`config.mk`:
```
export PLATFORM = sky130hd
export DESIGN_NAME = spi_txn_arbiter
export DESIGN_NICKNAME = d
export VERILOG_FILES = /design/src/rtl/spi_txn_arbiter.sv
export SDC_FILE = /design/constraint.sdc
export NUM_CORES = 1
export LEC_CHECK = 0
export CORE_MARGIN = 3
export CORE_UTILIZATION = 49
export CTS_CLUSTER_DIAMETER = 50
export DETAILED_ROUTE_END_ITERATION = 7
export DONT_BUFFER_PORTS = 1
export MAX_ROUTING_LAYER = met4
export PLACE_DENSITY = 0.65
export SETUP_SLACK_MARGIN = 0.1
export SLEW_MARGIN = 20
export SYNTH_ARGS = -nofsm -noshare
export SYNTH_HDL_FRONTEND = slang
export SYNTH_SLANG_ARGS = --single-unit
```
`constraint.sdc`:
```
create_clock -name clk -period 5.3 [get_ports clk]
set_clock_uncertainty 0.2 [all_clocks]
set_input_delay 1.325 -clock clk [delete_from_list [all_inputs] [get_ports clk]]
set_output_delay 1.325 -clock clk [all_outputs]
set_load 0.005 [all_outputs]
```
`src/rtl/spi_txn_arbiter.sv`:
```
// Purpose: round-robin sharing of one SPI byte engine and its slave selects among N requesters.
// Latency: grant one cycle after req is seen in IDLE; CS_DLY setup cycles precede the first spi_start.
// Backpressure: stalls in START while spi_ready is low; other requesters wait until done.
module spi_txn_arbiter #(
    parameter int N      = 2,
    parameter int S      = 2,
    parameter int SW     = 1,
    parameter int LW     = 8,
    parameter int CS_DLY = 2
) (
    input  logic            clk,
    input  logic            reset,
    input  logic [N-1:0]    req,
    input  logic [N*LW-1:0] req_len,
    input  logic [N*SW-1:0] req_ss,
    input  logic [N*8-1:0]  tx_byte,
    output logic [N-1:0]    gnt,
    output logic            tx_ack,
    output logic            rx_valid,
    output logic [7:0]      rx_byte,
    output logic [N-1:0]    done,
    output logic            busy,
    output logic            spi_start,
    output logic [7:0]      spi_din,
    input  logic [7:0]      spi_dout,
    input  logic            spi_ready,
    input  logic            spi_done_tick,
    output logic [S-1:0]    spi_ss_n
);
    localparam int IW = $clog2(N);
    localparam int DW = $clog2(CS_DLY + 1);

    typedef enum logic [2:0] {IDLE, SETUP, START, WAIT, HOLD} state_t;

    state_t          state_q, state_d;
    logic [IW-1:0]   g_idx_q, g_idx_d;
    logic [IW-1:0]   rr_q, rr_d;
    logic [LW-1:0]   len_q, len_d;
    logic [DW-1:0]   dly_q, dly_d;
    logic [N-1:0]    gnt_q, gnt_d;
    logic [N-1:0]    done_q, done_d;
    logic [S-1:0]    ss_n_q, ss_n_d;

    logic            pick_vld;
    logic [IW-1:0]   pick_idx;
    logic [LW-1:0]   pick_len;
    logic [SW-1:0]   pick_ss;
    logic [S-1:0]    pick_ss_n;
    logic [7:0]      tx_sel;

    // Index k places above base, wrapping at N.
    function automatic logic [IW-1:0] rr_at(input logic [IW-1:0] base, input int k);
        int s;
        s = int'(base) + k;
        if (s >= N) s = s - N;
        return IW'(s);
    endfunction

    assign gnt      = gnt_q;
    assign done     = done_q;
    assign spi_ss_n = ss_n_q;
    assign busy     = (state_q != IDLE);

    // Round-robin pick from rr pointer upward, plus field muxing for the picked and granted requesters.
    always_comb begin
        pick_vld = 1'b0;
        pick_idx = '0;
        for (int k = N - 1; k >= 0; k--) begin
            if (req[rr_at(rr_q, k)]) begin
                pick_vld = 1'b1;
                pick_idx = rr_at(rr_q, k);
            end
        end
        pick_len = '0;
        pick_ss  = '0;
        tx_sel   = '0;
        for (int i = 0; i < N; i++) begin
            if (pick_idx == IW'(i)) begin
                pick_len = req_len[i*LW +: LW];
                pick_ss  = req_ss[i*SW +: SW];
            end
            if (g_idx_q == IW'(i)) tx_sel = tx_byte[i*8 +: 8];
        end
        // An out-of-range slave index matches no line, so every select stays high.
        pick_ss_n = '1;
        for (int j = 0; j < S; j++) begin
            if (pick_ss == SW'(j)) pick_ss_n[j] = 1'b0;
        end
    end

    // Next-state and handshake outputs; engine-facing strobes are combinational so they track spi_ready/spi_done_tick.
    always_comb begin
        state_d   = state_q;
        g_idx_d   = g_idx_q;
        rr_d      = rr_q;
        len_d     = len_q;
        dly_d     = dly_q;
        gnt_d     = gnt_q;
        done_d    = '0;
        ss_n_d    = ss_n_q;
        spi_start = 1'b0;
        tx_ack    = 1'b0;
        spi_din   = '0;
        rx_valid  = 1'b0;
        rx_byte   = '0;
        case (state_q)
            IDLE: begin
                if (pick_vld) begin
                    state_d         = SETUP;
                    g_idx_d         = pick_idx;
                    gnt_d           = '0;
                    gnt_d[pick_idx] = 1'b1;
                    len_d           = (pick_len == '0) ? LW'(1) : pick_len;
                    dly_d           = DW'(CS_DLY);
                    ss_n_d          = pick_ss_n;
                end
            end
            SETUP: begin
                if (dly_q <= DW'(1)) state_d = START;
                else                 dly_d   = dly_q - DW'(1);
            end
            START: begin
                if (spi_ready) begin
                    spi_start = 1'b1;
                    tx_ack    = 1'b1;
                    spi_din   = tx_sel;
                    state_d   = WAIT;
                end
            end
            WAIT: begin
                if (spi_done_tick) begin
                    rx_valid = 1'b1;
                    rx_byte  = spi_dout;
                    if (len_q > LW'(1)) begin
                        len_d   = len_q - LW'(1);
                        state_d = START;
                    end else begin
                        dly_d   = DW'(CS_DLY);
                        state_d = HOLD;
                    end
                end
            end
            HOLD: begin
                if (dly_q <= DW'(1)) begin
                    state_d = IDLE;
                    ss_n_d  = '1;
                    gnt_d   = '0;
                    done_d  = gnt_q;
                    rr_d    = rr_at(g_idx_q, 1);
                end else begin
                    dly_d = dly_q - DW'(1);
                end
            end
            default: state_d = IDLE;
        endcase
    end

    // State register; reset drops any transaction in flight without a done pulse.
    always_ff @(posedge clk) begin
        if (reset) begin
            state_q <= IDLE;
            g_idx_q <= '0;
            rr_q    <= '0;
            len_q   <= '0;
            dly_q   <= '0;
            gnt_q   <= '0;
            done_q  <= '0;
            ss_n_q  <= '1;
        end else begin
            state_q <= state_d;
            g_idx_q <= g_idx_d;
            rr_q    <= rr_d;
            len_q   <= len_d;
            dly_q   <= dly_d;
            gnt_q   <= gnt_d;
            done_q  <= done_d;
            ss_n_q  <= ss_n_d;
        end
    end
endmodule
```
==> impl_metrics.sql, run 1 <==
INSERT INTO impl_metrics (metric_group, metric, value, unit) VALUES
('synthesis', 'dominantRegCellSynth', 'dfxtp_1', ''),
('synthesis', 'yosys.cell_types.count', '59', ''),
('routing', 'drt-vias-per-instance', '6.66', ''),
('routing', 'final_antenna_net_count', '0', ''),
('grt', 'grt_max_degree', '24', ''),
('run', 'drv_cap', '0', ''),
('synthesis', 'synth_top_family_by_area', 'simple AND/OR/NAND/NOR gates', ''),
('routing', 'vias', '1658', ''),
('sta', 'slew_viol_final', '0', ''),
('worst_setup_path', 'crit_type', 'reg -> out', ''),
('floorplanning', 'dieWidth', '65.8', 'microns'),
('worst_setup_path', 'timing.critical_path.fanout_max', '23', ''),
('synthesis', 'muxShareOfSynthArea', '5.71', '%'),
('grt', 'first_global_vias', '1561', ''),
('grt', 'grtUsageTotal', '23.8', '%'),
('finish', 'final_layout_size_suffix_gt1_share', '10.8', '%'),
('worst_setup_path', 'end_kind', 'primary output', ''),
('power', 'leakage', '0.646', 'nW'),
('worst_setup_path', 'worstPathRequired', '3770', 'ps'),
('clocking', 'total_cts_buffers', '3', ''),
('sta', 'timing_worst_slew_pin_value', '888', 'ps'),
('clocking', 'cts.repair.resized', '0', ''),
('finish', 'final-instance-count-excl-fill', '249', ''),
('floorplanning', 'coreArea', '3390', 'sq um'),
('clocking', 'clock_latency', '320', 'ps'),
('placement', 'port_buffers', '0', ''),
('placement', 'placement.cell_area', '1700', 'sq um'),
('grt', 'grt-ovfl-total', '0', ''),
('sta', 'endpoints_failing_setup', '0', ''),
('power', 'p_per_area', '345', 'nW/um^2'),
('floorplanning', 'die_h', '65.8', 'microns'),
('finish', 'layout.nets', '255', ''),
('sta', 'min_period', '3440', 'ps'),
('clocking', 'ctsRootBufferMaster', 'clkbuf_4', ''),
('power', 'design_power_total', '0.000596', 'W'),
('finish', 'antenna_cells_inserted', '0', ''),
('clocking', 'cts.reportedPaths.clkPinSlew', '130', 'ps'),
('synthesis', 'synth_top_cells_by_area', 'dfxtp_1 24%, mux2i_1 5.7%, and3_1 5.0%', ''),
('clocking', 'clock_sink_count', '21', ''),
('power', 'vdd_ir_drop_max', '0.213', 'mV'),
('synthesis', 'synthCells', '216', ''),
('synthesis', 'synth_top_area_share', '24.0', '%'),
('min_path', 'hold_path_depth', '2', ''),
('synthesis', 'synth-compound-area-share', '26.6', '%'),
('clocking', 'clock_tree.htree_level_count', '1', ''),
('synthesis', 'ys_warn_count', '0', ''),
('placement', 'hpwl', '3560', 'microns'),
('grt', 'wire_length_of_the_first_global_routing_pass', '7810', 'microns'),
('synthesis', 'post-synth-top-area-cell', 'dfxtp_1', ''),
('sta', 'grt_setup_unrepaired', 'no', ''),
('clocking', 'cts_hold_buf', '0', ''),
('synthesis', 'post_synth_adder_cell_area', '2.14', '%'),
('floorplanning', 'number_of_placement_rows', '21', ''),
('synthesis', 'synth.cell_area', '1750', 'sq um'),
('finish', 'areaGrowthSynthToFinish', '-1.50', '%'),
('synthesis', 'async_reset_ff_share', '0', '%'),
('routing', 'drt_drc_violations_left', '0', ''),
('outcome', 'status', 'completed', ''),
('floorplanning', 'initial_utilization', '51.7', '%'),
('sta', 'post-route-period-util', '64.9', '%'),
('floorplanning', 'top_level_ports', '74', ''),
('clocking', 'cts_tree', 'done', ''),
('worst_setup_path', 'worstRegToRegCells', '4', ''),
('clocking', 'clockBufferDepth', '2', ''),
('sta', 'finalHoldViolCount', '0', ''),
('synthesis', 'post_synthesis_mean_instance_area', '8.12', 'sq um'),
('synthesis', 'synthesis.nets', '267', ''),
('routing', 'dr.pass1.iters', '6', ''),
('synthesis', 'synth_seq_area_share', '24.0', '%'),
('routing', 'first_iter_violations', '144', ''),
('worst_setup_path', 'critPathArrivalTime', '1920', 'ps');
[sequential cells by signal (all words and copies together), names as in the netlist]
| name | cells |
|---|---|
| len_q | 8 |
| state_q | 3 |
| dly_q | 2 |
| done | 2 |
| gnt | 2 |
| spi_ss_n | 2 |
| g_idx_q | 1 |
| rr_q | 1 |
[stage by stage]
step	utilization (%)	worst slack, ps
final	50.9	1860
after global routing	50.9	1700
after CTS	50.9	1860
after detailed placement	50.1	1990
after global placement	50.1	2010
after floorplan	-	2010
[report_power, final]
part | total, W | internal [W] | switching (W)
logic | 0.000271 | 0.000113 | 0.000157
clock network | 0.0000854 | 0.0000284 | 0.0000571
registers | 0.000240 | 0.000188 | 0.0000513
[final cells by class]
type	count	area (sq um)
Tap cell	46	57.6
Fill cell	327	1660
Sequential cell	21	420
Clock inverter	1	5.00
Inverter	10	51.3
Clock buffer	3	22.5
Multi-Input combinational cell	168	1170
[kinds of logic after synthesis]
kind of cell / Yosys count
AO/OA/AOI/OAI: 58
XOR/XNOR: 1
adder cells (fa/ha/maj): 3
buffers and inverters: 27
flip-flops: 21
multiplexers: 10
AND/OR/NAND/NOR: 96
[cells in the final DEF, fill, tap and decap left out, types with 3 or more instances in the layout]
cell type,synthesis,layout
clkbuf_4,0,3
o21ai_0,5,5
dfxtp_1,21,21
ha_1,3,3
nand2b_1,4,4
o41ai_2,5,5
a21oi_1,15,15
nor2_1,21,21
nand2_1,10,10
inv_1,8,8
nor3_1,9,9
nand3_1,6,6
mux2i_1,10,10
o311ai_0,3,3
o41ai_1,4,4
nor2b_1,3,3
nand3b_1,3,3
nor4_1,6,6
a211oi_1,4,4
and3_1,14,14
or3_1,3,3
or4_1,3,3
[layer usage]
layer	vias to the layer above	wire length [microns]	track usage, %	share of wire [%]
met2	68	2280	37.0	47
met1	792	2180	32.8	45
met5	-	0	-	0
li1	794	-	-	-
met4	0	20	3.89	0.41
met3	4	353	4.08	7.3
[worst paths after layout]
kind / start / end / slack, ps
worst min register to register: dly_q[1] / dly_q[1] / 300
worst max-delay path: state_q[2] / rx_byte[3] / 1860
worst max register to register: state_q[2] / len_q[5] / 2490
worst min-delay path: dly_q[1] / dly_q[1] / 300
[critical path, stage by stage (launching register included)]
cell and delay, ps:
dfxtp_1 850, and3b_1 440, and3_1 300
Note: power is estimated with default switching activity, not from simulation.
==> inputs of run 2 (changes only) <==
Settings changed: PLACE_DENSITY 0.65 to 0.67.
Clock period 5.3 ns to 2.87 ns, I/O delays scaled along.
==> impl_metrics.sql, run 2 (synthesis gave the netlist of run 1 again) <==
INSERT INTO impl_metrics (metric_group, metric, value, unit) VALUES
('routing', 'dr.pass1.iters', '4', ''),
('power', 'share_clk_of_total_power', '14.6', '%'),
('sta', 'top_achievable_clock_speed', '0.379', 'GHz'),
('clocking', 'total_cts_buffers', '3', ''),
('worst_setup_path', 'critPathBufInv', '0', ''),
('finish', 'final-instance-count-excl-fill', '252', ''),
('floorplanning', 'top_level_ports', '74', ''),
('finish', 'most_frequent_cells_in_the_layout', '21 x nor2_1, 21 x dfxtp_1, 15 x a21oi_1, 14 x and3_1', ''),
('floorplanning', 'number_of_placement_rows', '21', ''),
('power', 'net-switching-power', '0.000492', 'W'),
('worst_setup_path', 'critPathArrivalTime', '1720', 'ps'),
('finish', 'areaGrowthSynthToFinish', '-0.0000570', '%'),
('grt', 'grt.met3_usage', '4.76', '%'),
('clocking', 'cts_tree', 'done', ''),
('sta', 'slew_viol_final', '0', ''),
('sta', 'timing_worst_slew_pin_value', '750', 'ps'),
('grt', 'antenna_violations_before_repair', '0', ''),
('floorplanning', 'design.die.area', '4330', 'sq um'),
('grt', 'globalRouteMet1Util', '27.7', '%'),
('routing', 'route.detailed.wl_per_inst', '18.7', 'microns'),
('routing', 'wl', '4720', 'microns'),
('routing', 'drt_drc_violations_left', '0', ''),
('sta', 'grt_setup_unrepaired', 'no', ''),
('worst_setup_path', 'startpoint_type_of_the_worst_setup_path', 'register', ''),
('sta', 'min_period', '2640', 'ps'),
('sta', 'fin_setup_tns', '0', 'ps'),
('worst_setup_path', 'crit_path_cell_trace', 'and3b_2, and3_1', ''),
('sta', 'timing.slew.headroom', '49.5', '%'),
('sta', 'finalHoldViolCount', '0', ''),
('finish', 'antenna_cells_inserted', '0', ''),
('clocking', 'clock_latency', '320', 'ps'),
('finish', 'layout.nets', '258', ''),
('routing', 'first_iter_violations', '152', ''),
('worst_setup_path', 'path_delay_family', 'simple AND/OR/NAND/NOR gates', ''),
('grt', 'grt.busiest_layer', 'met2', ''),
('placement', 'port_buffers', '0', ''),
('routing', 'drt-vias-per-instance', '6.71', ''),
('clocking', 'clockBufferDepth', '2', ''),
('placement', 'hpwl', '3580', 'microns'),
('worst_setup_path', 'timing.critical_path.fanout_max', '18', ''),
('power', 'seq_power_share', '39.8', '%'),
('finish', 'flip_flop_count_of_the_largest_register_after_layout', '8', ''),
('routing', 'vias', '1690', ''),
('grt', 'grt_max_degree', '22', ''),
('run', 'drv_cap', '0', ''),
('clocking', 'clock_tree.htree_level_count', '1', ''),
('grt', 'wire_length_of_the_first_global_routing_pass', '7390', 'microns'),
('placement', 'placement.cell_area', '1720', 'sq um'),
('grt', 'first_global_vias', '1582', ''),
('floorplanning', 'initial_utilization', '51.7', '%'),
('worst_setup_path', 'crit_type', 'reg -> out', ''),
('finish', 'fillers', '323', ''),
('sta', 'endpoints_failing_setup', '0', ''),
('placement', 'dp.cells', '248', ''),
('power', 'vdd_ir_drop_max', '0.236', 'mV'),
('clocking', 'cts.repair.resized', '1', ''),
('grt', 'grt_util_met2', '36.4', '%'),
('clocking', 'clock_sink_count', '21', ''),
('finish', 'regMostFlops', 'len_q', ''),
('outcome', 'status', 'completed', ''),
('floorplanning', 'dieWidth', '65.8', 'microns'),
('finish', 'post-route-cell-area', '1750', 'sq um'),
('worst_setup_path', 'worstPathRequired', '1950', 'ps'),
('grt', 'grtUsageTotal', '22.1', '%'),
('placement', 'globalplace.congestion', '0.910', ''),
('worst_setup_path', 'end_kind', 'primary output', ''),
('finish', 'reg.largest.list', 'len_q: 8 flops, state_q: 3 flops', ''),
('power', 'p_per_area', '631', 'nW/um^2'),
('min_path', 'min_path_type', 'in -> reg', ''),
('finish', 'final_layout_size_suffix_gt1_share', '12.6', '%'),
('clocking', 'ctsRootBufferMaster', 'clkbuf_4', ''),
('power', 'power.share.switching', '44.5', '%'),
('worst_setup_path', 'critPathSlowestCell', 'dfxtp_1', ''),
('clocking', 'cts.reportedPaths.clkPinSlew', '140', 'ps'),
('sta', 'post-route-period-util', '91.9', '%'),
('floorplanning', 'coreArea', '3390', 'sq um'),
('power', 'power_report.internal_total', '0.000614', 'W'),
('routing', 'final_antenna_net_count', '0', ''),
('clocking', 'post_cts_setup_buffers', '0', ''),
('floorplanning', 'die_h', '65.8', 'microns'),
('grt', 'grt-ovfl-total', '0', ''),
('worst_setup_path', 'timing.critical_path.slowest_cell_delay', '670', 'ps'),
('power', 'leakage', '0.657', 'nW'),
('power', 'power_frac_comb', '45.6', '%'),
('clocking', 'cts_hold_buf', '0', '');
-- run 2: path summary, 6_finish.rpt --
check,startpoint,end,slack [ps],cells after the start
worst max-delay path,state_q[0],rx_byte[1],230,2
worst min-delay path,reset,dly_q[0],250,1
worst max register to register,len_q[4],len_q[4],470,4
worst min register to register,rr_q,rr_q,310,2
-- run 2: per-layer routing --
metal	up-vias	part of all wire, %	wire length (microns)
li1	801	-	-
met1	798	43	2030
met2	85	48	2250
met3	6	8.6	405
met4	0	0.62	29
met5	-	0	0
-- run 2: power groups by stage --
| stage | logic (W) | clock network, W | registers (W) |
|---|---|---|---|
| 2_1_floorplan | 0.000483 | 0 | 0.000398 |
| 3_3_place_gp | 0.000487 | 0 | 0.000439 |
| 3_5_place_dp | 0.000498 | 0 | 0.000444 |
| 4_1_cts | 0.000501 | 0.000159 | 0.000438 |
| 5_1_grt | 0.000561 | 0.000169 | 0.000452 |
| 6_report | 0.000504 | 0.000161 | 0.000440 |
-- run 2: area by class of cell --
class | instances | area [sq um] | area share, %
clock inverter | 1 | 7.51 | 0.428
multi-input combinational | 168 | 1170 | 66.8
sequential | 21 | 420 | 24.0
timing repair buffer | 3 | 22.5 | 1.28
tap | 46 | 57.6 | 3.28
inverter | 10 | 51.3 | 2.93
clock buffer | 3 | 22.5 | 1.28
-- run 2: per-stage QoR --
step	setup WS, ps	hold WS [ps]	power, W	util, %
global route	127	232	0.00118	51.7
finish	234	247	0.00111	51.7
CTS	251	238	0.00110	51.7
detailed placement	450	289	0.000942	50.8
floorplan	725	255	0.000881	-
global placement	538	279	0.000925	50.8
